===== config.mk =====
export PLATFORM = sky130hd
export DESIGN_NAME = gtfmac_wrapper_axi_cfg_sequencer
export DESIGN_NICKNAME = d
export VERILOG_FILES = /design/src/rtl/gtfmac_wrapper_axi_cfg_sequencer.sv
export SDC_FILE = /design/constraint.sdc
export NUM_CORES = 1
export LEC_CHECK = 0
export ABC_AREA = 1
export ABC_CLOCK_PERIOD_IN_PS = 3400
export CORE_UTILIZATION = 52
export CTS_BUF_LIST = sky130_fd_sc_hd__clkbuf_4 sky130_fd_sc_hd__clkbuf_8
export DETAILED_ROUTE_END_ITERATION = 8
export PLACE_DENSITY = 0.88
export SYNTH_ARGS = -nofsm -noshare
export SYNTH_HDL_FRONTEND = slang
export SYNTH_SLANG_ARGS = --single-unit
export TNS_END_PERCENT = 100

===== constraint.sdc =====
create_clock -name s_axi_aclk -period 3.4 [get_ports s_axi_aclk]
set_input_delay 0.68 -clock s_axi_aclk [delete_from_list [all_inputs] [get_ports s_axi_aclk]]
set_output_delay 0.68 -clock s_axi_aclk [all_outputs]
set_load 0.02 [all_outputs]

===== src/rtl/gtfmac_wrapper_axi_cfg_sequencer.sv =====
// gtfmac_wrapper_axi_cfg_sequencer: AXI4-Lite write master that loads the five GTFMAC control registers
module gtfmac_wrapper_axi_cfg_sequencer #(
  parameter logic [31:0] BASE_ADDR = 32'h0000_0000,
  parameter int TIMEOUT_CYCLES = 1024,
  parameter bit AUTO_START = 1'b1
) (
  input  logic        s_axi_aclk,
  input  logic        s_axi_areset,
  input  logic        start,
  input  logic        cfg_rx_data_rate,
  input  logic        cfg_tx_data_rate,
  input  logic        cfg_tx_fcs_ins_enable,
  input  logic        cfg_tx_ignore_fcs,
  input  logic        cfg_rx_ignore_fcs,
  input  logic [7:0]  cfg_rx_min_packet_len,
  input  logic [15:0] cfg_rx_max_packet_len,
  output logic [31:0] m_axi_awaddr,
  output logic        m_axi_awvalid,
  input  logic        m_axi_awready,
  output logic [31:0] m_axi_wdata,
  output logic [3:0]  m_axi_wstrb,
  output logic        m_axi_wvalid,
  input  logic        m_axi_wready,
  input  logic [1:0]  m_axi_bresp,
  input  logic        m_axi_bvalid,
  output logic        m_axi_bready,
  output logic        busy,
  output logic        done,
  output logic        error,
  output logic [2:0]  err_index,
  output logic [1:0]  err_resp
);
  typedef enum logic [2:0] {IDLE, ADDR, RESP, DONE, ERROR} state_t;
  localparam int TW = $clog2(TIMEOUT_CYCLES);
  state_t state;
  logic auto_pend, rx_rate, tx_rate, fcs_ins, tx_ign, rx_ign;
  logic [7:0] min_len;
  logic [15:0] max_len;
  logic [2:0] idx, nidx;
  logic [TW-1:0] tcnt;
  logic [31:0] next_word;
  logic timeout, fail, b_ok;
  logic [1:0] fail_resp;
  assign m_axi_wstrb = 4'hF;
  always_comb begin
    nidx = idx + 3'd1;
    next_word = nidx == 3'd1 ? {29'b0, tx_ign, fcs_ins, 1'b0} :
                nidx == 3'd2 ? {29'b0, rx_ign, 2'b0} :
                nidx == 3'd3 ? {24'b0, min_len} : {16'b0, max_len};
    timeout = tcnt == TW'(TIMEOUT_CYCLES - 1);
    b_ok = state == RESP && m_axi_bvalid && m_axi_bresp == 2'b00;
    fail = (state == RESP && m_axi_bvalid && m_axi_bresp != 2'b00) ||
           (timeout && (state == ADDR || (state == RESP && !m_axi_bvalid)));
    fail_resp = (state == RESP && m_axi_bvalid) ? m_axi_bresp : 2'b11;
  end
  always_ff @(posedge s_axi_aclk) begin
    if (s_axi_areset) begin
      state <= IDLE;
      auto_pend <= AUTO_START;
      {rx_rate, tx_rate, fcs_ins, tx_ign, rx_ign} <= '0;
      min_len <= '0;
      max_len <= '0;
      idx <= '0;
      tcnt <= '0;
      m_axi_awaddr <= '0;
      m_axi_awvalid <= 1'b0;
      m_axi_wdata <= '0;
      m_axi_wvalid <= 1'b0;
      m_axi_bready <= 1'b0;
      busy <= 1'b0;
      done <= 1'b0;
      error <= 1'b0;
      err_index <= '0;
      err_resp <= '0;
    end else begin
      case (state)
        IDLE, DONE, ERROR: if (start || auto_pend) begin
          auto_pend <= 1'b0;
          {rx_rate, tx_rate, fcs_ins, tx_ign, rx_ign} <= {cfg_rx_data_rate, cfg_tx_data_rate,
            cfg_tx_fcs_ins_enable, cfg_tx_ignore_fcs, cfg_rx_ignore_fcs};
          min_len <= cfg_rx_min_packet_len;
          max_len <= cfg_rx_max_packet_len;
          idx <= '0;
          tcnt <= '0;
          m_axi_awaddr <= BASE_ADDR;
          m_axi_awvalid <= 1'b1;
          m_axi_wdata <= {30'b0, cfg_tx_data_rate, cfg_rx_data_rate};
          m_axi_wvalid <= 1'b1;
          busy <= 1'b1;
          done <= 1'b0;
          error <= 1'b0;
          err_index <= '0;
          err_resp <= '0;
          state <= ADDR;
        end
        ADDR: begin
          tcnt <= tcnt + TW'(1);
          if (m_axi_awready) m_axi_awvalid <= 1'b0;
          if (m_axi_wready) m_axi_wvalid <= 1'b0;
          if ((!m_axi_awvalid || m_axi_awready) && (!m_axi_wvalid || m_axi_wready)) begin
            m_axi_bready <= 1'b1;
            state <= RESP;
          end
        end
        RESP: begin
          tcnt <= tcnt + TW'(1);
          if (b_ok) begin
            idx <= nidx;
            m_axi_bready <= 1'b0;
            if (idx == 3'd4) begin
              busy <= 1'b0;
              done <= 1'b1;
              state <= DONE;
            end else begin
              tcnt <= '0;
              m_axi_awaddr <= BASE_ADDR | {27'b0, nidx, 2'b00};
              m_axi_awvalid <= 1'b1;
              m_axi_wdata <= next_word;
              m_axi_wvalid <= 1'b1;
              state <= ADDR;
            end
          end
        end
        default: state <= IDLE;
      endcase
      // a bad response or a timeout abandons the write outright, valids included
      if (fail) begin
        m_axi_awvalid <= 1'b0;
        m_axi_wvalid <= 1'b0;
        m_axi_bready <= 1'b0;
        busy <= 1'b0;
        error <= 1'b1;
        err_index <= idx;
        err_resp <= fail_resp;
        state <= ERROR;
      end
    end
  end
endmodule


; Word level (Yosys, flattened, before mapping)
; Index checks and enable logic that the tools add are counted.
[classes]
n_addsub = 2
eq_ne = 19
mux = 49
reduce_logical = 35
[op_table]
columns = op, n
row1 = $mux W32, 6
row2 = $pmux W32 S2, 2
row3 = $mux W16, 3
row4 = $mux W10, 3
row5 = $pmux W10 S3, 1
row6 = $mux W3, 8
row7 = $mux W1, 14
row8 = $eq A3 B2 Y1 const B, 4
row9 = $reduce_and A3 Y1, 4
row10 = $add A10 B1 Y10 const B, 1
row11 = $eq A10 B10 Y1 const B, 1
row12 = $mux W2, 5
row13 = $ne A2 B2 Y1 const B, 5
row14 = $reduce_and A5 Y1, 2
row15 = $reduce_bool A2 Y1, 5
row16 = $pmux W3 S3, 1
row17 = $reduce_and A4 Y1, 2
row18 = $eq A3 B1 Y1 const B, 2
row19 = $eq A3 B3 Y1 const B, 2
row20 = $logic_and A1 B1 Y1, 6
row21 = $ne A3 B3 Y1 const B, 2
row22 = $pmux W1 S2, 3
row23 = $pmux W1 S3, 2
row24 = $pmux W3 S2, 1
row25 = 11 further kinds, 20
[totals]
regBits = 119
input_bits = 37
output_inout_bits = 79
wordCells = 125

; Logic depth before layout (Yosys ltp)
; Gate-level depths: netlist of the first run.
[depth]
word_depth = 8
ltp_mapped = 12
ltp_nobuf = 11

; Worst setup path after synthesis of the first run
; No wires, ideal clock.
[synth_path]
kind = input to register
start = input m_axi_bresp[1]
end = register m_axi_wdata[10]
arrival_time_ns = 1.473
t_required_ns = 3.272
path_slack_ns = 1.800
cell_stages = 9
path_cell_list = nor2_1 nand3_2 nand2_4 nand2_4 inv_2 buf_6 nand2_1 o21ai_1 nor2_1
[synth_via]
elab_chain_len = 4
[synth_lines]
columns = item, line_no
row1 = from (decl), 24  ; input logic [1:0] m_axi_bresp,
row2 = $logic_not A2 Y1, 51  ; b_ok = state == RESP && m_axi_bvalid && m_axi_bresp == 2'b00;
row3 = $logic_and A1 B1 Y1, 51
row4 = $ne A2 B2 Y1 (no line), -
row5 = $reduce_and A4 Y1 (no line), -
row6 = to (signal assigned), 87  ; m_axi_wdata <= {30'b0, cfg_tx_data_rate, cfg_rx_data_rate};
row7 = to (signal assigned), 118  ; m_axi_wdata <= next_word;
row8 = to (decl), 20  ; output logic [31:0] m_axi_wdata,
; No other way between the ends.
; A chain may end at the register's enable or synchronous reset.

; Worst setup path after layout of the first run
[layout_path]
start = input start
end = register m_axi_wdata[7]
[layout_via]
elab_chain_len = 3
[layout_lines]
columns = item, line_no
row1 = from (decl), 9  ; input logic start,
row2 = $logic_or A1 B1 Y1, 77  ; IDLE, DONE, ERROR: if (start || auto_pend) begin
row3 = $ne A2 B2 Y1 (no line), -
row4 = $reduce_and A4 Y1 (no line), -
; No other way between the ends.

==> results of run 1 <==
power by group through the flow:
stage / Sequential, W / Combinational [W] / Clock [W]
after floorplan: 0.00146 / 0.00103 / 0
after global placement: 0.00134 / 0.00146 / 0
after detailed placement: 0.00135 / 0.00152 / 0
after CTS: 0.00133 / 0.00153 / 0.000780
after global routing: 0.00137 / 0.00169 / 0.000820
final: 0.00133 / 0.00152 / 0.000771
metrics by stage:
| step | power, W | utilization [%] |
|---|---|---|
| 2_1_floorplan | 0.00249 | - |
| 5_1_grt | 0.00388 | 65.4 |
| 6_report | 0.00363 | 65.4 |
| 4_1_cts | 0.00365 | 65.4 |
| 3_5_place_dp | 0.00286 | 62.1 |
| 3_3_place_gp | 0.00280 | 62.1 |
area by class of cell:
cell class / count / area [um2] / area share (%)
Clock buffer: 10 / 138 / 3.05
Clock inverter: 6 / 88.8 / 1.97
Inverter: 57 / 214 / 4.74
Multi-Input combinational cell: 393 / 1800 / 39.8
Sequential cell: 74 / 1480 / 32.8
Tap cell: 96 / 120 / 2.66
Timing Repair Buffer: 68 / 676 / 15.0
placed cells by master, fill, tap and decap left out, drive strengths merged, types with 3 or more instances in the layout:
master / Yosys / final
a21oi: 28 / 28
nand4: 8 / 8
clkdlybuf4s50: 0 / 66
or2: 3 / 3
inv: 57 / 58
nand3: 16 / 16
ha: 5 / 5
o21ai: 56 / 56
nor3: 3 / 3
clkbuf: 7 / 10
nor2: 94 / 94
nand2: 125 / 125
nor3b: 3 / 3
dfxtp: 74 / 74
conb: 2 / 49
final timing paths:
kind         startpoint              to  slack (ps)  cells after the start
max               start  m_axi_wdata[7]        1100                     10
max reg2reg    state[0]  m_axi_wdata[7]        1310                      9
min                done            done         450                      2
min reg2reg        done            done         450                      2
logic make-up (layout without fill, tap and decap cells):
logic type	Yosys count	after routing
buf+inv	123	141
fa+ha+maj	5	5
compound gates	86	86
xor+xnor	1	1
flops	74	74
simple gates	252	252
other cells	2	49
layer usage:
metal,up-vias,global-route usage (%),part of all wire (%)
met5,-,0,0
met4,0,10.4,1.8
met3,14,4.17,6.0
met2,114,38.8,50
met1,1501,25.7,42
li1,1714,-,-
state kept, by name, indices dropped and copies added, names as in the netlist, 2 cells and up:
signal,flops
idx,3
tcnt,10
state,3
m_axi_wdata,16
max_len,16
min_len,8
err_index,3
m_axi_awaddr,3
err_resp,2
worst max-delay path: stages:
cell,delay (ps)
clkdlybuf4s50_1,450
inv_1,50
nand2_1,100
nand2_4,260
nand2_4,210
nand2_4,100
inv_2,360
nand2_1,130
o21ai_1,120
nor2_1,50
==> results.cfg, run 1 <==
[run_status]
run_status = completed

[synth]
synth_area_um2 = 3790
synth_area_leader_cell = dfxtp_1
synth_largest_type_area_fraction_pct = 39.1
synthDistinctLibCells = 31
synth-xor-area-share_pct = 0.231
synthesized_area_fraction_occupied_by_ao_oa_aoi_and_oai_cells_pct = 11.6
synth_seq_cells = 74
post-synth-top-count-cell = nand2_1
post_synth_main_area_contributors = dfxtp_1, nand2_1, buf_4
synth_cells = 543
synth.avg_cell_area_um2 = 6.98
synth_top_family_by_area = simple AND/OR/NAND/NOR gates
simple_logic_cell_fraction_of_the_synthesized_area_pct = 29.1
share_of_flip_flops_with_an_asynchronous_set_or_reset_pct = 0
synth_commonest_cells = nand2_1, nor2_1, dfxtp_1
post_synth_mux_area_share_pct = 0
postSynth.topFlopCell = dfxtp_1
synth_seq_area_share_pct = 39.1
ys.warnings.count = 0
synth_fa_ha_area_share_pct = 1.65
number_of_enable_type_register_cells_in_the_synthesized_netlist = 0

[clocking]
root_buffer_master = clkbuf_8
cts_buffers = 9
number_of_instances_resized_during_post_cts_repair = 0
cts_htree_levels = 3
cts_tree = yes
cts_hold_buffers = 0
bufs_on_longest_clock_path = 2
cts.clk_slew.worst_paths_ps = 80
postCtsSetupBuffers = 0
num_clock_sinks = 74
clkLatencyLatePin_ps = 350

[floorplan]
chipWidth_um = 87.4
fp-row-count = 30
floorplan.io_pins = 116
die_h_um = 87.4
placeable_area_um2 = 6910
area_of_the_die_um2 = 7640
floorplan.initialDensity_pct = 54.9

[power_and_ir_drop]
p_switching_w = 0.00148
switching_share_of_power_pct = 40.7
clock_power_share_pct = 21.3
comb_power_share_pct = 42.0
power_frac_seq_pct = 36.7
p_int_w = 0.00215
power_leakage_nw = 2.04
power.density_cell_area_nw_per_um2 = 804
worst_ir_drop_vdd_mv = 0.457

[cells_and_area]
num-fill-cells = 582
final-instance-count-excl-fill = 704
area_growth_pct = 19.1
fin_area_um2 = 4510
final_layout_size_suffix_gt1_share_pct = 8.22
design.final.nets = 645
antenna_cells = 0

[timing]
post-route-min-period_ps = 2300
final_min_period_over_clock_period_pct = 67.5
rsz0062_at_grt = no
setup_violations = 0
final.setup.tns_ps = 0
fin_hold_ws_ps = 446
hold_violations = 0
final_critical_path_setup_slack_ps = 1100
timing_max_transition_violations_final = 0
maxClockFrequency_mhz = 435
worst_clock_skew_ps = 8.30

[route]
post_drt_wl_per_cell_um = 11.4
drt_iter0_markers = 128
remaining_drc_errors = 0
viasPerCell = 4.75
drtPass1Iterations = 4
vias = 3343
drt_wl_total_mm = 8.02
detail-route-antenna-nets = 0

[global_route]
grt_pass1_wl_mm = 13.0
antenna_found_initial = 0
grt_total_usage_pct = 22.1
grt_max_degree = 48
grt-ovfl-total = 0
vias_in_the_first_global_route = 3012

[critical_path]
crit_path_start_kind = input pin
critPathArrivalTime_ps = 2540
worstSetupPathType = in2reg
path_max_fanout = 47
setup.worst_path.end_class = flop
required_time_of_the_worst_setup_path_ps = 3640

[job]
max_cap_viol_count = 0

[placement]
dp_slack_ps = 790
globalplace.congestion = 0.890
placed_cell_area_um2 = 4290
dp_hpwl_mm = 5.83
buffer_ports.inserted = 66
dp.cells = 688

[min_path]
hold_class = reg2reg
Note: power is estimated with default switching activity, not from simulation.
==> inputs of run 2 (changes only) <==
ABC_CLOCK_PERIOD_IN_PS = 2050   (was 3400)
CORE_UTILIZATION = 44   (was 52)
PLACE_DENSITY = 0.79   (was 0.88)
clock period = 2.05 ns   (was 3.4 ns; I/O delays follow)
==> results.cfg, run 2 (synthesis results as in run 1) <==
[timing]
worst_clock_skew_ps = 4.71
final_min_period_over_clock_period_pct = 91.3
rsz0062_at_grt = no
final.setup.tns_ps = 0
maxClockFrequency_mhz = 534
post-route-min-period_ps = 1870
setup_violations = 0
timing_max_transition_violations_final = 0
hold_violations = 0

[cells_and_area]
reg.largest.list = m_axi_wdata (16), max_len (16), tcnt (10)
design.final.nets = 651
most_common_cell_after_layout_fill_and_taps_aside = nand2_1
area_growth_pct = 21.2
final_layout_size_suffix_gt1_share_pct = 9.12
final-instance-count-excl-fill = 719
most-common-layout-cells = nand2_1, nor2_1, dfxtp_1
antenna_cells = 0

[global_route]
met1_usage_pct = 23.7
grt_total_usage_pct = 20.1
grt_util_met3_pct = 4.75
grt_max_degree = 39
antenna_found_initial = 0
grt-busiest-layer = met2
grt_pass1_wl_mm = 13.9
grt-ovfl-total = 0
vias_in_the_first_global_route = 3206
grt.met2_usage_pct = 35.0

[critical_path]
required_time_of_the_worst_setup_path_ps = 2340
critPathArrivalTime_ps = 2160
worstSetupPathType = reg2reg
timing.critical_path.from = idx[0]
path_max_fanout = 8
crit_path_start_kind = flop
crit-reg2reg-launch = idx[0]
setup.worst_path.end_class = flop

[floorplan]
chipWidth_um = 94.8
die_h_um = 94.8
fp-row-count = 33
placeable_area_um2 = 8260
area_of_the_die_um2 = 8990
floorplan.io_pins = 116
floorplan.initialDensity_pct = 45.9

[clocking]
cts_buffers = 9
cts_hold_buffers = 0
cts.clk_slew.worst_paths_ps = 80
num_clock_sinks = 74
cts_tree = yes
clkLatencyLatePin_ps = 350
postCtsSetupBuffers = 0
number_of_instances_resized_during_post_cts_repair = 0
root_buffer_master = clkbuf_8
cts_htree_levels = 3
bufs_on_longest_clock_path = 2

[job]
max_cap_viol_count = 0

[route]
drt_iter0_markers = 88
detail-route-antenna-nets = 0
drtPass1Iterations = 4
viasPerCell = 4.72
post_drt_wl_per_cell_um = 11.5
drt_wl_total_mm = 8.29
remaining_drc_errors = 0
vias = 3395

[power_and_ir_drop]
power.total_w = 0.00613
power.density_cell_area_nw_per_um2 = 1340
power_leakage_nw = 2.07
worst_ir_drop_vdd_mv = 0.721

[min_path]
hold_class = reg2reg
hp-start = done

[placement]
dp.cells = 703
globalplace.congestion = 0.892
dp_hpwl_mm = 6.12
buffer_ports.inserted = 66

[run_status]
run_status = completed
==> run 2: layer usage <==
layer  wire length, um  vias to the layer above
li1                  -                     1737
met5                 0                        -
met4               138                        0
met1              3690                     1541
met2              4000                      103
met3               466                       14
==> run 2: area by class of cell <==
cell class | instances | area [um2]
Inverter | 57 | 214
Sequential cell | 74 | 1480
Fill cell | 773 | 3660
Multi-Input combinational cell | 393 | 1800
Clock inverter | 7 | 100
Tap cell | 105 | 131
Clock buffer | 9 | 124
Timing Repair Buffer | 74 | 746
==> run 2: stage by stage <==
stage	area [um2]	util (%)	hold slack, ps	setup WS, ps
floorplan	3970	-	425	545
CTS	4590	55.6	458	190
detailed placement	4370	52.9	446	88.9
global route	4590	55.6	480	20.5
finish	4590	55.6	454	177
global placement	4370	52.9	434	121
==> run 2: critical path: stages, from the launching register on <==
cell     delay (ps)
dfxtp_1         470
ha_1            240
inv_1            70
nand2_1          80
nand2_2         110
o21ai_1         140
inv_1            80
nor2_1          300
nand2_1         110
nand2_1          70
nand2_1          40
nor2_1          100
==> run 2: report_power, final <==
| group | total (W) | leakage, nW | internal (W) | switching, W |
|---|---|---|---|---|
| sequential | 0.00221 | 0.609 | 0.00193 | 0.000287 |
| combinational | 0.00264 | 1.36 | 0.00101 | 0.00163 |
| clock | 0.00128 | 0.102 | 0.000693 | 0.000587 |
| total | 0.00613 | 2.07 | 0.00363 | 0.00251 |
==> run 2: final timing paths <==
check / to / slack [ps] / cells past startpoint
setup / recovery: m_axi_wdata[6] / 180 / 11
setup reg to reg: m_axi_wdata[6] / 180 / 11
hold / removal: done / 450 / 2
hold reg to reg: done / 450 / 2
==> inputs of run 3 (changes only) <==
SKIP_CTS_REPAIR_TIMING = 1   (was default)
==> results of run 3 <==
No change in the layout: final DEF, timing and power equal those of run 2.
